### config.mk
export PLATFORM = sky130hd
export DESIGN_NAME = pc_fetch_unit_flat
export DESIGN_NICKNAME = d
export VERILOG_FILES = /design/src/rtl/pc_fetch_unit_if.sv /design/src/rtl/pc_fetch_unit.sv /design/src/flat_wrapper.sv
export SDC_FILE = /design/constraint.sdc
export NUM_CORES = 1
export LEC_CHECK = 0
export CORE_MARGIN = 2
export CORE_UTILIZATION = 30
export DETAILED_ROUTE_END_ITERATION = 6
export PLACE_DENSITY = 0.61
export SYNTH_ARGS = -nofsm -noshare
export SYNTH_HDL_FRONTEND = slang
export SYNTH_SLANG_ARGS = --single-unit
### constraint.sdc
create_clock -name clk -period 2.1 [get_ports clk]
set_clock_uncertainty 0.1 [all_clocks]
set_input_delay 0.21 -clock clk [delete_from_list [all_inputs] [get_ports clk]]
set_output_delay 0.21 -clock clk [all_outputs]
set_load 0.05 [all_outputs]
### src/rtl/pc_fetch_unit_if.sv
// rtl/pc_fetch_unit_if.sv - instruction fetch handshake between fetch unit and unified memory
// Ports (signals):
//   mem_req    - fetch request, driven by the fetch unit (address is PCOut via the IorD mux)
//   mem_rvalid - read data valid, driven by memory
//   mem_rdata  - read data, driven by memory
// Modports: master = fetch unit side, slave = memory side.
interface pc_fetch_unit_if #(
    parameter int DATA_WIDTH = 32
);
    logic                  mem_req;
    logic                  mem_rvalid;
    logic [DATA_WIDTH-1:0] mem_rdata;

    modport master (
        output mem_req,
        input  mem_rvalid,
        input  mem_rdata
    );

    modport slave (
        input  mem_req,
        output mem_rvalid,
        output mem_rdata
    );
endinterface

### src/rtl/pc_fetch_unit.sv
// rtl/pc_fetch_unit.sv - program counter, instruction register and fetch handshake
// Ports:
//   clk, reset          - rising-edge clock, synchronous active-high reset
//   fetch_start         - request a fetch at the current PC
//   mem                 - fetch handshake (mem_req / mem_rvalid / mem_rdata)
//   PCOut, IR           - registered program counter and instruction register
//   ir_valid            - registered one-cycle pulse while IR holds a freshly fetched word
//   fetch_busy          - fetch in flight (REQ or DONE)
//   PCWrite, PCWriteCond, Zero, PCSource, ALUResult, ALUOut - PC write controls and sources
module pc_fetch_unit #(
    parameter int                    ADDR_WIDTH = 16,
    parameter int                    DATA_WIDTH = 32,
    parameter logic [ADDR_WIDTH-1:0] RESET_PC   = '0,
    parameter int                    PC_INC     = 1
) (
    input  logic                  clk,
    input  logic                  reset,
    input  logic                  fetch_start,
    pc_fetch_unit_if.master       mem,
    output logic [ADDR_WIDTH-1:0] PCOut,
    output logic [DATA_WIDTH-1:0] IR,
    output logic                  ir_valid,
    output logic                  fetch_busy,
    input  logic                  PCWrite,
    input  logic                  PCWriteCond,
    input  logic                  Zero,
    input  logic [1:0]            PCSource,
    input  logic [DATA_WIDTH-1:0] ALUResult,
    input  logic [DATA_WIDTH-1:0] ALUOut
);
    localparam logic [ADDR_WIDTH-1:0] INC = ADDR_WIDTH'(PC_INC);

    typedef enum logic [1:0] {
        IDLE = 2'd0,
        REQ  = 2'd1,
        DONE = 2'd2
    } state_t;

    state_t                state_q, state_d;
    logic [ADDR_WIDTH-1:0] pc_q, pc_d;
    logic [DATA_WIDTH-1:0] ir_q, ir_d;
    logic                  ir_valid_q, ir_valid_d;
    logic                  pend_q, pend_d;
    logic [ADDR_WIDTH-1:0] pend_tgt_q, pend_tgt_d;

    logic                  we;
    logic [ADDR_WIDTH-1:0] target;

    // Only the low address bits of the ALU sources ever reach the PC.
    logic unused_alu_bits;
    assign unused_alu_bits = ^{ALUResult[DATA_WIDTH-1:ADDR_WIDTH], ALUOut[DATA_WIDTH-1:ADDR_WIDTH]};

    // PCSource==3 suppresses the write entirely, whatever PCWrite/PCWriteCond say.
    assign we = (PCWrite | (PCWriteCond & Zero)) & (PCSource != 2'd3);

    always_comb begin
        target = pc_q;
        case (PCSource)
            2'd0:    target = ALUResult[ADDR_WIDTH-1:0];
            2'd1:    target = ALUOut[ADDR_WIDTH-1:0];
            2'd2:    target = ir_q[ADDR_WIDTH-1:0];
            default: target = pc_q;
        endcase
    end

    always_ff @(posedge clk) begin
        if (reset) begin
            state_q    <= IDLE;
            pc_q       <= RESET_PC;
            ir_q       <= '0;
            ir_valid_q <= 1'b0;
            pend_q     <= 1'b0;
            pend_tgt_q <= '0;
        end else begin
            state_q    <= state_d;
            pc_q       <= pc_d;
            ir_q       <= ir_d;
            ir_valid_q <= ir_valid_d;
            pend_q     <= pend_d;
            pend_tgt_q <= pend_tgt_d;
        end
    end

    always_comb begin
        state_d    = state_q;
        pc_d       = pc_q;
        ir_d       = ir_q;
        ir_valid_d = 1'b0;
        pend_d     = pend_q;
        pend_tgt_d = pend_tgt_q;
        case (state_q)
            IDLE: begin
                // A write here lands before REQ, so a same-cycle fetch uses the new PC.
                if (we) pc_d = target;
                if (fetch_start) state_d = REQ;
            end
            REQ: begin
                // PC must stay stable while mem_req is high: defer writes.
                if (we) begin
                    pend_d     = 1'b1;
                    pend_tgt_d = target;
                end
                if (mem.mem_rvalid) begin
                    ir_d       = mem.mem_rdata;
                    ir_valid_d = 1'b1;
                    state_d    = DONE;
                end
            end
            DONE: begin
                // A write in this very cycle is the latest one and therefore wins.
                if (we)          pc_d = target;
                else if (pend_q) pc_d = pend_tgt_q;
                else             pc_d = pc_q + INC;
                pend_d  = 1'b0;
                state_d = IDLE;
            end
            default: state_d = IDLE;
        endcase
    end

    assign mem.mem_req = (state_q == REQ);
    assign fetch_busy  = (state_q == REQ) || (state_q == DONE);
    assign PCOut       = pc_q;
    assign IR          = ir_q;
    assign ir_valid    = ir_valid_q;
endmodule

### src/flat_wrapper.sv
// flat-port wrapper written by rule: the top's interface ports become plain ports
module pc_fetch_unit_flat 
#(
    parameter int                    ADDR_WIDTH = 16,
    parameter int                    DATA_WIDTH = 32,
    parameter logic [ADDR_WIDTH-1:0] RESET_PC   = '0,
    parameter int                    PC_INC     = 1
)
  (clk, reset, fetch_start, PCOut, IR, ir_valid, fetch_busy, PCWrite, PCWriteCond, Zero, PCSource, ALUResult, ALUOut, mem_mem_req, mem_mem_rvalid, mem_mem_rdata);
  pc_fetch_unit_if #(.DATA_WIDTH(DATA_WIDTH)) mem_i ();
  input  logic clk;
  input  logic reset;
  input  logic fetch_start;
  output logic [ADDR_WIDTH-1:0] PCOut;
  output logic [DATA_WIDTH-1:0] IR;
  output logic ir_valid;
  output logic fetch_busy;
  input  logic PCWrite;
  input  logic PCWriteCond;
  input  logic Zero;
  input  logic [1:0] PCSource;
  input  logic [DATA_WIDTH-1:0] ALUResult;
  input  logic [DATA_WIDTH-1:0] ALUOut;
  output wire logic [$bits(mem_i.mem_req)-1:0] mem_mem_req;
  input wire logic [$bits(mem_i.mem_rvalid)-1:0] mem_mem_rvalid;
  input wire logic [$bits(mem_i.mem_rdata)-1:0] mem_mem_rdata;
  assign mem_mem_req = mem_i.mem_req;
  assign mem_i.mem_rvalid = mem_mem_rvalid;
  assign mem_i.mem_rdata = mem_mem_rdata;
  pc_fetch_unit #(.ADDR_WIDTH(ADDR_WIDTH), .DATA_WIDTH(DATA_WIDTH), .RESET_PC(RESET_PC), .PC_INC(PC_INC)) u_core (.clk(clk), .reset(reset), .fetch_start(fetch_start), .mem(mem_i), .PCOut(PCOut), .IR(IR), .ir_valid(ir_valid), .fetch_busy(fetch_busy), .PCWrite(PCWrite), .PCWriteCond(PCWriteCond), .Zero(Zero), .PCSource(PCSource), .ALUResult(ALUResult), .ALUOut(ALUOut));
endmodule
# Yosys cells after proc, flatten, opt, wreduce, memory -nomap -nowiden
# Index checks and enable logic that the tools add are counted.
[classes]
n_addsub = 1
n_mul = 0
div = 0
n_lt_le_gt_ge = 0
n_eq_ne = 9
shifts = 0
muxes = 11
bitwise = 4
n_reduce_logical = 11
[ops]
columns = ["cell", "count"]
rows = [
  ["16-bit 2-to-1 mux", 3],
  ["16-bit one-hot mux with 3 select lines", 1],
  ["16-bit one-hot mux with 2 select lines", 1],
  ["16-bit by 1-bit adder with 16-bit output, second input constant", 1],
  ["2-bit AND reduction", 5],
  ["2-bit by 1-bit inequality test with 1-bit output, second input constant", 3],
  ["2-bit by 1-bit == test with 1-bit output, second input constant", 2],
  ["2-bit == test, second input constant", 2],
  ["2-bit logical NOT", 2],
  ["2-bit 2-to-1 mux", 2],
  ["2-bit inequality test, second input constant", 2],
  ["2-bit one-hot mux with 2 select lines", 1],
  ["2-bit nonzero test", 2],
  ["1-bit AND", 2],
  ["1-bit 2-to-1 mux", 2],
  ["1-bit one-hot mux with 2 select lines", 1],
  ["2-bit OR reduction", 1],
  ["1-bit logical OR", 1],
  ["1-bit inverter", 1],
  ["1-bit OR", 1],
]
[word_totals]
ff_bits = 68
latch_bits = 0
ramBits = 0
mem_bits_ro = 0
input_bits = 105
out_inout_bits = 51
wordCells = 42
n_memories = 0

# Depth between registers and ports, before layout
# Gate-level depths: netlist of the first run.
[depth]
ltp_word = 5
mapped_depth = 8
ltp_nobuf = 7

# Least setup slack after synthesis of the first run
# Ideal clock, no wire load.
[synth_path]
path_type = "reg-to-reg"
start = "register u_core.pc_q[0], in the netlist u_core.PCOut[0]"
end = "register u_core.pc_q[14], in the netlist u_core.PCOut[14]"
setup_ns = 0.095
arrival_time_ns = 1.943
required_time_ns = 1.905
slack_ns = -0.038
stages_incl_launch_ff = 7
n_path_buf = 0
synth_period_minus_slack_ns = 2.138
cell_sequence = "dfxtp_1 > ha_1 > nand3_1 > nor2_1 > nand3_1 > a21o_1 > a221oi_1"
[synth_via]
elab_chain_cells = 4
[synth_lines]
columns = ["item", "line_no", "rtl"]
rows = [
  ["start, declared", "pc_fetch_unit.sv:40", "logic [ADDR_WIDTH-1:0] pc_q, pc_d;"],
  ["start signal, assigned", "pc_fetch_unit.sv:76", "pc_q <= pc_d;"],
  ["16-bit by 1-bit adder with 16-bit output", "pc_fetch_unit.sv:113", "else pc_d = pc_q + INC;"],
  ["16-bit 2-to-1 mux", "pc_fetch_unit.sv:112", "else if (pend_q) pc_d = pend_tgt_q;"],
  ["16-bit 2-to-1 mux", "pc_fetch_unit.sv:111", "if (we) pc_d = target;"],
  ["16-bit one-hot mux with 2 select lines", "pc_fetch_unit.sv:91", "case (state_q)"],
]
# No other way between the ends.
# A chain may end at the register's enable or synchronous reset.

# Final worst setup path of the first run
[layout_path]
start = "register u_core.pc_q[2], in the netlist u_core.PCOut[2]"
end = "output port PCOut[2]"
[layout_rtl]
columns = ["item", "line_no", "rtl"]
rows = [
  ["end, declared", "flat_wrapper.sv:14", "output logic [ADDR_WIDTH-1:0] PCOut;"],
]
# No word-level cell between the ends.

==> results by group, run 1 <==
Outcome
  – Outcome: finished clean

Clocking
  – Clock Root Buffer: clkbuf_16
  – Clock-pin slew on the worst setup and hold paths: 0.05 ns
  – Clock H-tree levels: 3
  – # clock sinks: between 60 and 70
  – Hold bufs inserted after CTS: 0
  – Number of buffers added by the clock tree synthesis step: 9
  – Clock Path Buffers: 2
  – Post-CTS setup repair buffer count: 0
  – Number of instances resized during post-cts repair: 0
  – CTS tree: built
  – Clock Latency Late Sink: roughly 0.33 ns

Synthesis
  – Register area share after synthesis: 0.386
  – Number of synthesis warnings: 0
  – Top FF cell, synth: dfxtp_1
  – Async SR Flop Fraction: 0
  – Synthesized area divided by synthesized cell count: ~8 um^2
  – Number of enable-type register cells in the synthesized netlist: 0
  – Netlist cell types: 62
  – Gate count after technology mapping: approximately 440
  – Seq cells post-synth: 68
  – Number of nets produced by synthesis: around 550
  – Cell area after synthesis: 0.00352 mm^2

Floorplan
  – Number of placement rows: 39
  – Height of the die: 112 um
  – Initial Util: 0.309
  – Placeable core region: approximately 0.011 mm^2
  – Number of top-level pins: about 160
  – Area of the die: ~0.013 mm^2
  – Horizontal extent of the die: approximately 110 um

Detailed routing
  – DRT Pass-1 Iters: 4
  – Avg Vias per Cell: approximately 5.1
  – Number of design-rule violations left by the first detailed-router iteration: roughly 170
  – Number of routed nets with antenna violations: 0
  – Routed wire length per instance: ~16 um
  – Routed via count: ~3.7k
  – DRC Markers: 0
  – Total Routed Length: 11500 um

GRT
  – Wire length of the first global-routing pass: approximately 19000 um
  – Number of global-route vias before repair: roughly 3.7k
  – Initial antenna violation count: 0
  – GRT Residual Overflow: 0
  – Maximum number of pins on one net before global-route repair: 55
  – Total global routing track utilization: 0.182

Layout
  – Area taken by multi-input logic gates: roughly 0.002 mm^2
  – Storage element area: about 0.0014 mm^2
  – Post-Layout Cell Count: between 700 and 800
  – Signed area change from the synthesized netlist to the final layout: 54.3%
  – Diode count: 0
  – Count of fill cells added during filler insertion: between 1k and 1.5k
  – NumNets Final: between 600 and 700
  – Layout cell share with drive strength beyond 1: 0.152

STA
  – Final setup viols: 0
  – Unrepaired setup endpoints after global routing: no
  – Count of pins over their slew limit: 0
  – Relative slew margins: 0.643
  – Share of the clock period used by the worst path after layout: 0.949
  – Transition at the pin with the smallest max-transition slack: approximately 0.53 ns
  – Post-Route Hold Slack: roughly 0.17 ns
  – Final total negative setup slack: 0 ns
  – Final hold viol count: 0
  – Top achievable clock speed: between 0.5 and 0.6 GHz
  – Final Critical Period: 1.99 ns

Setup path
  – Minimum setup slack among reg-to-reg paths: 0.15 ns
  – Worst Path Buf+Inv: 2
  – Cells along the critical path: buf_4, clkdlybuf4s50_1
  – Critical-path maximum fanout: 5
  – Critical path type: reg -> out
  – Critical path capture point type: output port
  – Worst setup path endpoint: PCOut[2]
  – Worst setup startpoint: u_core.PCOut[2]
  – CP peak stage delay: approximately 0.80 ns
  – R2r startpoint: u_core.state_q[0]
  – Dominant delay contributor by cell family on the critical path: buffers and inverters
  – Data required time at the worst endpoint: ~1.8 ns
  – End of the worst register-to-register path: u_core.PCOut[15]
  – Data arrival at the endpoint of the critical path: approximately 1.7 ns
  – Length in cells of the worst reg-to-reg path: 7
  – Number of stages on the worst setup path: 2
  – Crit-path slowest cell: clkdlybuf4s50_1
  – Crit path launch type: flip-flop

Place
  – Routability Congestion: 0.891
  – I/O Buffers: roughly 120
  – Placed cell count: just over 700
  – DPL Wire Length: just under 9000 um

Worst hold path
  – Start point of the worst min-delay path: reset
  – Hold/Removal Path Class: in -> reg

Pwr
  – Leak pwr: about 2 nW
  – Total Power: around 0.0045 W
  – Highest ir drop seen on vdd: 0.512 mV
  – Total power per unit cell area: a little over 800 mW/mm^2

Job
  – Max_cap viols: 0
==> how the worst min path moves through the flow <==
stage / end / slack (ns) / cells past startpoint
global placement: u_core.pend_tgt_q[6] / 0.34 / 2
detailed placement: u_core.pend_tgt_q[6] / 0.35 / 2
CTS: u_core.pend_tgt_q[15] / 0.16 / 2
global route: u_core.state_q[0] / 0.18 / 2
finish: u_core.pend_tgt_q[11] / 0.17 / 2
floorplan: u_core.IR[3] / 0.25 / 2
==> layout by cell type (no fill, tap or decap), types with 2 or more instances in the layout <==
cell type,count
a211o_1,2
a211oi_1,11
a21o_1,4
a21oi_1,62
a221oi_1,3
a31o_2,2
and3_1,2
buf_12,5
buf_4,42
clkbuf_1,2
clkbuf_16,9
clkdlybuf4s50_1,119
dfxtp_1,66
dfxtp_2,2
ha_1,4
inv_1,8
mux2_2,6
mux2i_1,6
mux4_2,7
nand2_1,87
nand2b_1,2
nand3_1,15
nand4_1,5
nor2_1,32
nor2_2,2
nor2b_1,2
nor3_1,9
o211ai_1,3
o21ai_0,11
o22a_1,3
o22ai_1,5
o41ai_1,2
or3_1,4
xnor2_1,4
xor2_1,2
==> Yosys cell counts, types with 3 or more instances <==
library cell,count,share of area
nand2_1,87,0.093
dfxtp_1,68,0.39
a21oi_1,62,0.088
nor2_1,33,0.035
clkbuf_1,18,0.019
nand3_1,15,0.021
a211oi_1,11,0.023
o21ai_0,11,0.016
nor3_1,9,0.013
inv_1,8,0.0085
mux4_2,7,0.045
buf_4,6,0.013
mux2_2,6,0.019
mux2i_1,6,0.017
ha_1,5,0.018
nand4_1,5,0.0089
o22ai_1,5,0.0089
a21o_1,4,0.0085
buf_2,4,0.0057
or3_1,4,0.0071
xnor2_1,4,0.0099
a2111oi_0,3,0.0075
a221oi_1,3,0.0075
buf_1,3,0.0032
o211ai_1,3,0.0064
o22a_1,3,0.0075
==> sequential cells by signal, summed over array words and instances, names as in the netlist <==
name / count
u_core.IR: 32
u_core.PCOut: 16
u_core.pend_tgt_q: 16
u_core.state_q: 2
u_core.ir_valid: 1
u_core.pend_q: 1
==> power by group <==
part / internal (W) / total (W) / switching (W)
clock: 0.000816 / 0.00135 / 0.000536
combinational: 0.000671 / 0.00162 / 0.000951
sequential: 0.00142 / 0.00155 / 0.000122
total: 0.00291 / 0.00452 / 0.00161
==> metal layers <==
layer	share of wire	track usage	up-vias	routed length [um]
met5	0	0	-	0
met4	0.013	0.0675	0	146
met3	0.087	0.0551	11	1000
met2	0.46	0.287	154	5300
met1	0.44	0.238	1714	5070
li1	-	-	1857	-
==> cells by family after synthesis <==
kind of cell	share of synthesized area
and+or+nand+nor	0.212
AOI/OAI and AO/OA	0.234
DFF	0.386
buffers and inverters	0.0518
muxes	0.0841
xor gates and xnor gates	0.0149
adders and majority gates	0.0177
==> layout make-up <==
type                            count  share of cell area
Inverter                            9             0.00621
Clock buffer                       12              0.0453
Timing Repair Buffer              167               0.296
Tap cell                          143              0.0329
Clock inverter                      2             0.00230
Sequential cell                    68               0.251
Multi-Input combinational cell    327               0.366
==> through the flow <==
step	setup WS [ns]	util	cell area, um^2
3_3_place_gp	-0.0664	0.453	5170
3_5_place_dp	-0.0890	0.453	5170
6_report	0.106	0.476	5440
4_1_cts	0.0395	0.475	5430
2_1_floorplan	0.0409	-	3530
5_1_grt	0.0464	0.476	5440
Power figures use the tool's default switching activity.
==> run 2, diff against run 1 <==
--- a/config.mk
+++ b/config.mk
@@ -8,7 +8,8 @@
 export CORE_MARGIN = 2
 export CORE_UTILIZATION = 30
 export DETAILED_ROUTE_END_ITERATION = 6
-export PLACE_DENSITY = 0.61
+export PLACE_DENSITY = 0.63
+export RECOVER_POWER = 25
 export SYNTH_ARGS = -nofsm -noshare
 export SYNTH_HDL_FRONTEND = slang
 export SYNTH_SLANG_ARGS = --single-unit
==> constraint.sdc (replaced) <==
create_clock -name clk -period 1.82 [get_ports clk]
set_clock_uncertainty 0.1 [all_clocks]
set_input_delay 0.182 -clock clk [delete_from_list [all_inputs] [get_ports clk]]
set_output_delay 0.182 -clock clk [all_outputs]
set_load 0.05 [all_outputs]
==> run 2 against run 1 <==
Effect of this change: setup slack worse by 0.055 ns; combinational power up 22%; critical path depth up 7; cell count up 3.3%; critical endpoint is now u_core.PCOut[7]; via count up 3.9%; sequential cell count unchanged; hold slack better by 0.10 ns; power up 23%; global-route usage up 0.28 points; count of clock-buffer cells in the layout down 3; die area unchanged; sequential power up 15%.
==> results by group, run 2 (synthesis gave the netlist of run 1 again) <==
GRT
  – Maximum number of pins on one net before global-route repair: 48 (-13%)
  – Initial antenna violation count: 0 (unchanged)
  – Number of global-route vias before repair: 3766 (+1.2%)
  – Total global routing track utilization: 0.185 (+0.00277)
  – Wire length of the first global-routing pass: 19100 um (+2.4%)
  – GRT Residual Overflow: 0 (unchanged)

STA
  – Count of pins over their slew limit: 0 (unchanged)
  – Transition at the pin with the smallest max-transition slack: 0.629 ns (+0.0953 ns)
  – Final setup viols: 0 (unchanged)
  – Final hold viol count: 0 (unchanged)
  – Top achievable clock speed: about 0.57 GHz
  – Relative slew margins: 0.582 (-0.0606)
  – Share of the clock period used by the worst path after layout: 0.972
  – Unrepaired setup endpoints after global routing: yes
  – Final Critical Period: roughly 1.8 ns

Floorplan
  – Placeable core region: 0.0114 mm^2 (unchanged)
  – Number of placement rows: 39 (unchanged)
  – Area of the die: 0.0126 mm^2 (unchanged)
  – Horizontal extent of the die: 112 um (unchanged)
  – Initial Util: 0.309 (unchanged)
  – Height of the die: 112 um (unchanged)
  – Number of top-level pins: 156 (unchanged)

Layout
  – Signed area change from the synthesized netlist to the final layout: 57.6%
  – Flip-flop count of the largest register, all copies and words added: 32 (unchanged)
  – Most frequent standard cell in the layout excluding fill and tap cells: clkdlybuf4s50_1
  – Commonest non-fill, non-tap cells in the layout: 87 x clkdlybuf4s50_1, 85 x nand2_1, 64 x buf_4
  – Layout cell share with drive strength beyond 1: 0.223 (+0.0712)
  – NumNets Final: 714 (+3.2%)
  – Diode count: 0 (unchanged)
  – Final core utilization: 0.487 (+0.0101)

Clocking
  – Clock Latency Late Sink: 0.32 ns (about the same)
  – Clock-pin slew on the worst setup and hold paths: 0.06 ns (about the same)
  – CTS tree: built
  – Clock Root Buffer: clkbuf_16
  – Clock Path Buffers: 2 (unchanged)
  – Clock H-tree levels: 3 (unchanged)
  – # clock sinks: 68 (unchanged)
  – Number of buffers added by the clock tree synthesis step: 9 (unchanged)

Detailed routing
  – DRC Markers: 0 (unchanged)
  – Number of design-rule violations left by the first detailed-router iteration: 241 (+46%)
  – Total Routed Length: 12000 um (+3.9%)
  – Avg Vias per Cell: 5.16 (+0.54%)
  – DRT Pass-1 Iters: 5 (+1)
  – Routed wire length per instance: 15.9 um (+0.57%)
  – Routed via count: 3880 (+3.9%)
  – Number of routed nets with antenna violations: 0 (unchanged)

Setup path
  – Data required time at the worst endpoint: 1.91 ns (+0.12 ns)
  – Crit path launch type: flip-flop
  – Critical path type: reg -> reg
  – Worst setup startpoint: u_core.state_q[0]
  – Critical path capture point type: flip-flop
  – Minimum setup slack among reg-to-reg paths: 0.05 ns (-0.10 ns)
  – R2r startpoint: u_core.state_q[0]
  – Data arrival at the endpoint of the critical path: 1.85 ns (+0.17 ns)
  – Critical-path maximum fanout: 6 (+1)

Place
  – I/O Buffers: 123 (unchanged)
  – Routability Congestion: 0.849 (-4.7%)
  – DPL Wire Length: 9190 um (+5.0%)

Pwr
  – Highest ir drop seen on vdd: 0.644 mV (+26%)
  – Total Power: 0.00555 W (+23%)
  – Total power per unit cell area: 999 mW/mm^2 (+20%)
  – Leak pwr: 2.09 nW (+5.5%)

Job
  – Max_cap viols: 0 (unchanged)

Worst hold path
  – Start point of the worst min-delay path: reset
  – Hold/Removal Path Class: in -> reg

Outcome
  – Outcome: finished clean
-- run 2: worst paths after layout --
path,endpoint,depth (start not counted)
setup reg to reg,u_core.PCOut[7],9
hold reg to reg,u_core.IR[29],2
hold / removal,u_core.pend_tgt_q[9],3
setup / recovery,u_core.PCOut[7],9
-- run 2: critical path, cell delays in order (launching register included) --
cell       delay [ns]
dfxtp_2          0.35
inv_4            0.06
ha_4             0.17
buf_4            0.14
inv_1            0.11
a211oi_2         0.05
buf_4            0.17
nand3_1          0.08
a21oi_1          0.07
a2111oi_1        0.34
-- run 2: metal layers --
| metal | vias to the layer above | GRT usage | part of all wire |
|---|---|---|---|
| met5 | - | 0 | 0 |
| met4 | 0 | 0.0431 | 0.0094 |
| met3 | 12 | 0.0421 | 0.068 |
| met2 | 148 | 0.304 | 0.47 |
| met1 | 1824 | 0.249 | 0.45 |
| li1 | 1896 | - | - |
-- run 2: what timing repair did --
action	4_1_cts	5_1_grt
endpoints found under the hold margin	0	0
endpoints found under the setup margin	12	12
cloned	0	0
pin swaps	0	0
resized for setup	7	16
hold buffers	0	0
setup buffers	1	2
-- run 2: cell type report --
type,instances,area (um^2)
Clock buffer,9,225
Clock inverter,7,80.1
Timing Repair Buffer,189,1610
Fill cell,1141,5860
Inverter,9,38.8
Multi-Input combinational cell,327,2040
Tap cell,143,179
Sequential cell,68,1380
-- run 2: report_power, final --
| group | internal [W] | switching [W] |
|---|---|---|
| clock | 0.00108 | 0.000703 |
| sequential | 0.00165 | 0.000142 |
| combinational | 0.000811 | 0.00116 |
-- run 2: through the flow --
stage	setup slack [ns]	area (um^2)	TNS, ns	cells	hold slack (ns)
final	0.0512	5560	0	752	0.276
after global routing	-0.0667	5560	-0.178	752	0.279
after CTS	0.00552	5600	0	750	0.262
after detailed placement	-0.338	5250	-7.54	733	0.350
after global placement	-0.339	5250	-7.12	733	0.339
after floorplan	-0.0797	3540	-0.0797	436	0.218
==> run 3, diff against run 2 <==
--- a/config.mk
+++ b/config.mk
@@ -7,7 +7,9 @@
 export LEC_CHECK = 0
 export CORE_MARGIN = 2
 export CORE_UTILIZATION = 30
+export CTS_CLUSTER_DIAMETER = 80
 export DETAILED_ROUTE_END_ITERATION = 6
+export HOLD_SLACK_MARGIN = 0.06
 export PLACE_DENSITY = 0.63
 export RECOVER_POWER = 25
 export SYNTH_ARGS = -nofsm -noshare
==> results of run 3 <==
The final DEF is identical to that of run 2; final timing and power are the same.
==> variant (flow settings as in run 2) <==
Re-encode `state_t` (3 states) as one-hot, 3 bits wide.
--- a/src/rtl/pc_fetch_unit.sv
+++ b/src/rtl/pc_fetch_unit.sv
@@ -30,10 +30,10 @@
 );
     localparam logic [ADDR_WIDTH-1:0] INC = ADDR_WIDTH'(PC_INC);
 
-    typedef enum logic [1:0] {
-        IDLE = 2'd0,
-        REQ  = 2'd1,
-        DONE = 2'd2
+    typedef enum logic [2:0] {
+        IDLE = 3'b001,
+        REQ  = 3'b010,
+        DONE = 3'b100
     } state_t;
 
     state_t                state_q, state_d;
Formal check against the unedited RTL: no difference found for any inputs over 10 cycles, from zero or initial values and one cycle with reset high; not proved beyond that.
==> variant against run 2 <==
- wire length decreased by 7.8%
- setup slack got worse by 0.031 ns
- final area decreased by 7.1%
- non-clock buffer count decreased by 26
- synthesized area decreased by 4.2%
- global-route usage increased by 0.16 points
- via count decreased by 10%
- sequential cell count increased by 1
- critical path type unchanged
Power is not compared: it rests on default switching activity, and its combinational part moved more than twofold at a synthesized area within 25%.
==> variant: results (changes against run 2) <==
Sequential fraction of the synthesis area = 40.9% (was 38.6%)
Root Buffer = clkbuf_8 (was clkbuf_16)
Unique cell type count in the Yosys netlist = 45 (was 62)
Final RePlAce weighted congestion = 0.847 (was 0.849)
Worst-path maximum fanout = 7 (was 6)
Clk slew on worst S/H paths = 0.07 ns
H-tree depth = 3 (unchanged)
Worst-skew pair later-pin latency = 0.34 ns (was 0.32 ns)
Max IR drop VDD = 0.000443 V
Vias = 3483 (was 3880)
ANT cells = 0 (unchanged)
Routed len/inst = 15.9 um (about the same)
Largest net degree at the start of global routing = 29 (was 48)
Slew @ Worst Pin = 0.629 ns (about the same)
HPWL after detailed placement = 8220 um (was 9190 um)
Hold Fails Final Rpt = 0 (unchanged)
Share of cells above drive strength 1 = 17.7% (was 22.3%)
Syn. warnings = 0 (unchanged)
Vias in the first global route = 3448 (was 3766)
Status = complete, no violations (unchanged)
Hold Path Depth = 2 (was 3)
Final setup TNS = 0 ns (unchanged)
Commonest cells in the netlist = 119 x nand2_1, 69 x dfxtp_1, 60 x a21oi_1, 18 x clkbuf_1, 16 x mux4_2 (was 87 x nand2_1, 68 x dfxtp_1, 62 x a21oi_1, 33 x nor2_1, 18 x clkbuf_1)
Total iterations of the first detailed-routing run = 4 (was 5)
TritonCTS buffer count = 9 (unchanged)
P_leak = 1.90 nW
Initial DRC count = 179 (was 241)
Hold buffer count at cts = 0 (unchanged)
Fillers = 1098 (was 1141)
Top cell type's share of synthesized area = 40.9% (was 38.6%)
Main flop type after synthesis = dfxtp_1 (unchanged)
Post-Place Setup Slack = -0.205 ns (was -0.338 ns)
Initial antenna violation count = 0 (unchanged)
Tot GR Track Use = 18.7% (was 18.5%)
Hold Crit Class = primary input to flop (unchanged)
Port bufs = 123 (unchanged)
Clk buf depth = 2 (unchanged)
R2R cell count = 6 (was 9)
Async SR Flop Fraction = 0% (unchanged)
NumNets Final = 654 (was 714)
Max reg flops = 32 (unchanged)
WP data arrival = 1.92 ns (was 1.85 ns)
Global-route wire length before repair = 17300 um (was 19100 um)
Post-synth net total = 509 (was 546)
Synth area leaders = dfxtp_1 41%, nand2_1 13%, mux4_2 11% (was dfxtp_1 39%, nand2_1 9.3%, a21oi_1 8.8%)
[variant: report_power, final]
| group | leakage [nW] | internal (mW) | switching [mW] | total, mW |
|---|---|---|---|---|
| clock | 0.0967 | 0.714 | 0.603 | 1.32 |
| sequential | 0.563 | 1.56 | 0.0628 | 1.62 |
| combinational | 1.24 | 0.353 | 0.409 | 0.762 |
| total | 1.90 | 2.63 | 1.08 | 3.70 |
[variant: critical path, cell delays in order (launching register included)]
cell and delay, ns:
dfxtp_4 0.35, or3b_4 0.44, a211oi_4 0.39, buf_4 0.19, nand2_2 0.05, a21oi_2 0.12
a211oi_2 0.04
[variant: path summary, 6_finish.rpt]
check	from	to	slack [ns]
setup / recovery	u_core.state_q[1]	u_core.PCOut[5]	0.02
hold / removal	reset	u_core.IR[11]	0.19
setup reg to reg	u_core.state_q[1]	u_core.PCOut[5]	0.02
hold reg to reg	u_core.pend_tgt_q[5]	u_core.pend_tgt_q[5]	0.35
[variant: cell type report]
type | count | area, um2 | share of cell area [%]
Clock buffer | 11 | 153 | 2.96
Clock inverter | 5 | 57.6 | 1.12
Inverter | 3 | 11.3 | 0.218
Multi-Input combinational cell | 302 | 1900 | 36.8
Sequential cell | 69 | 1400 | 27.1
Tap cell | 140 | 175 | 3.40
Timing Repair Buffer | 163 | 1470 | 28.5
[variant: metrics by stage]
step                      hold WS (ns)  instances  instance area (um2)  power, mW
after CTS                        0.168        686                 5140       3.76
after floorplan                  0.218        403                 3400       2.06
after detailed placement         0.347        670                 4930       2.44
after global routing             0.200        693                 5160       3.88
after global placement           0.338        670                 4930       2.43
final                            0.186        693                 5160       3.70
[variant: cell families (layout without fill, tap and decap cells)]
logic type	Yosys count	in the layout	share of synthesized area [%]
buffers and inverters	32	182	4.26
flip-flops	69	69	40.9
adder cells (fa/ha/maj)	1	1	0.371
AND/OR/NAND/NOR	164	164	20.8
AO/OA/AOI/OAI	109	109	19.7
XOR/XNOR	7	7	1.82
multiplexers	21	21	12.2
[variant: repair_timing]
action / in CTS / in global routing
resized for setup: 4 / 22
pin swaps: 0 / 7
setup endpoints to repair: 4 / 24
buffers inserted: 0 / 7
[variant: metal layers]
metal	track usage, %	wire, um	up-vias
met3	5.70	903	13
met4	5.88	165	0
met1	23.6	4770	1635
li1	-	-	1719
met2	30.5	5190	116
met5	0	0	-
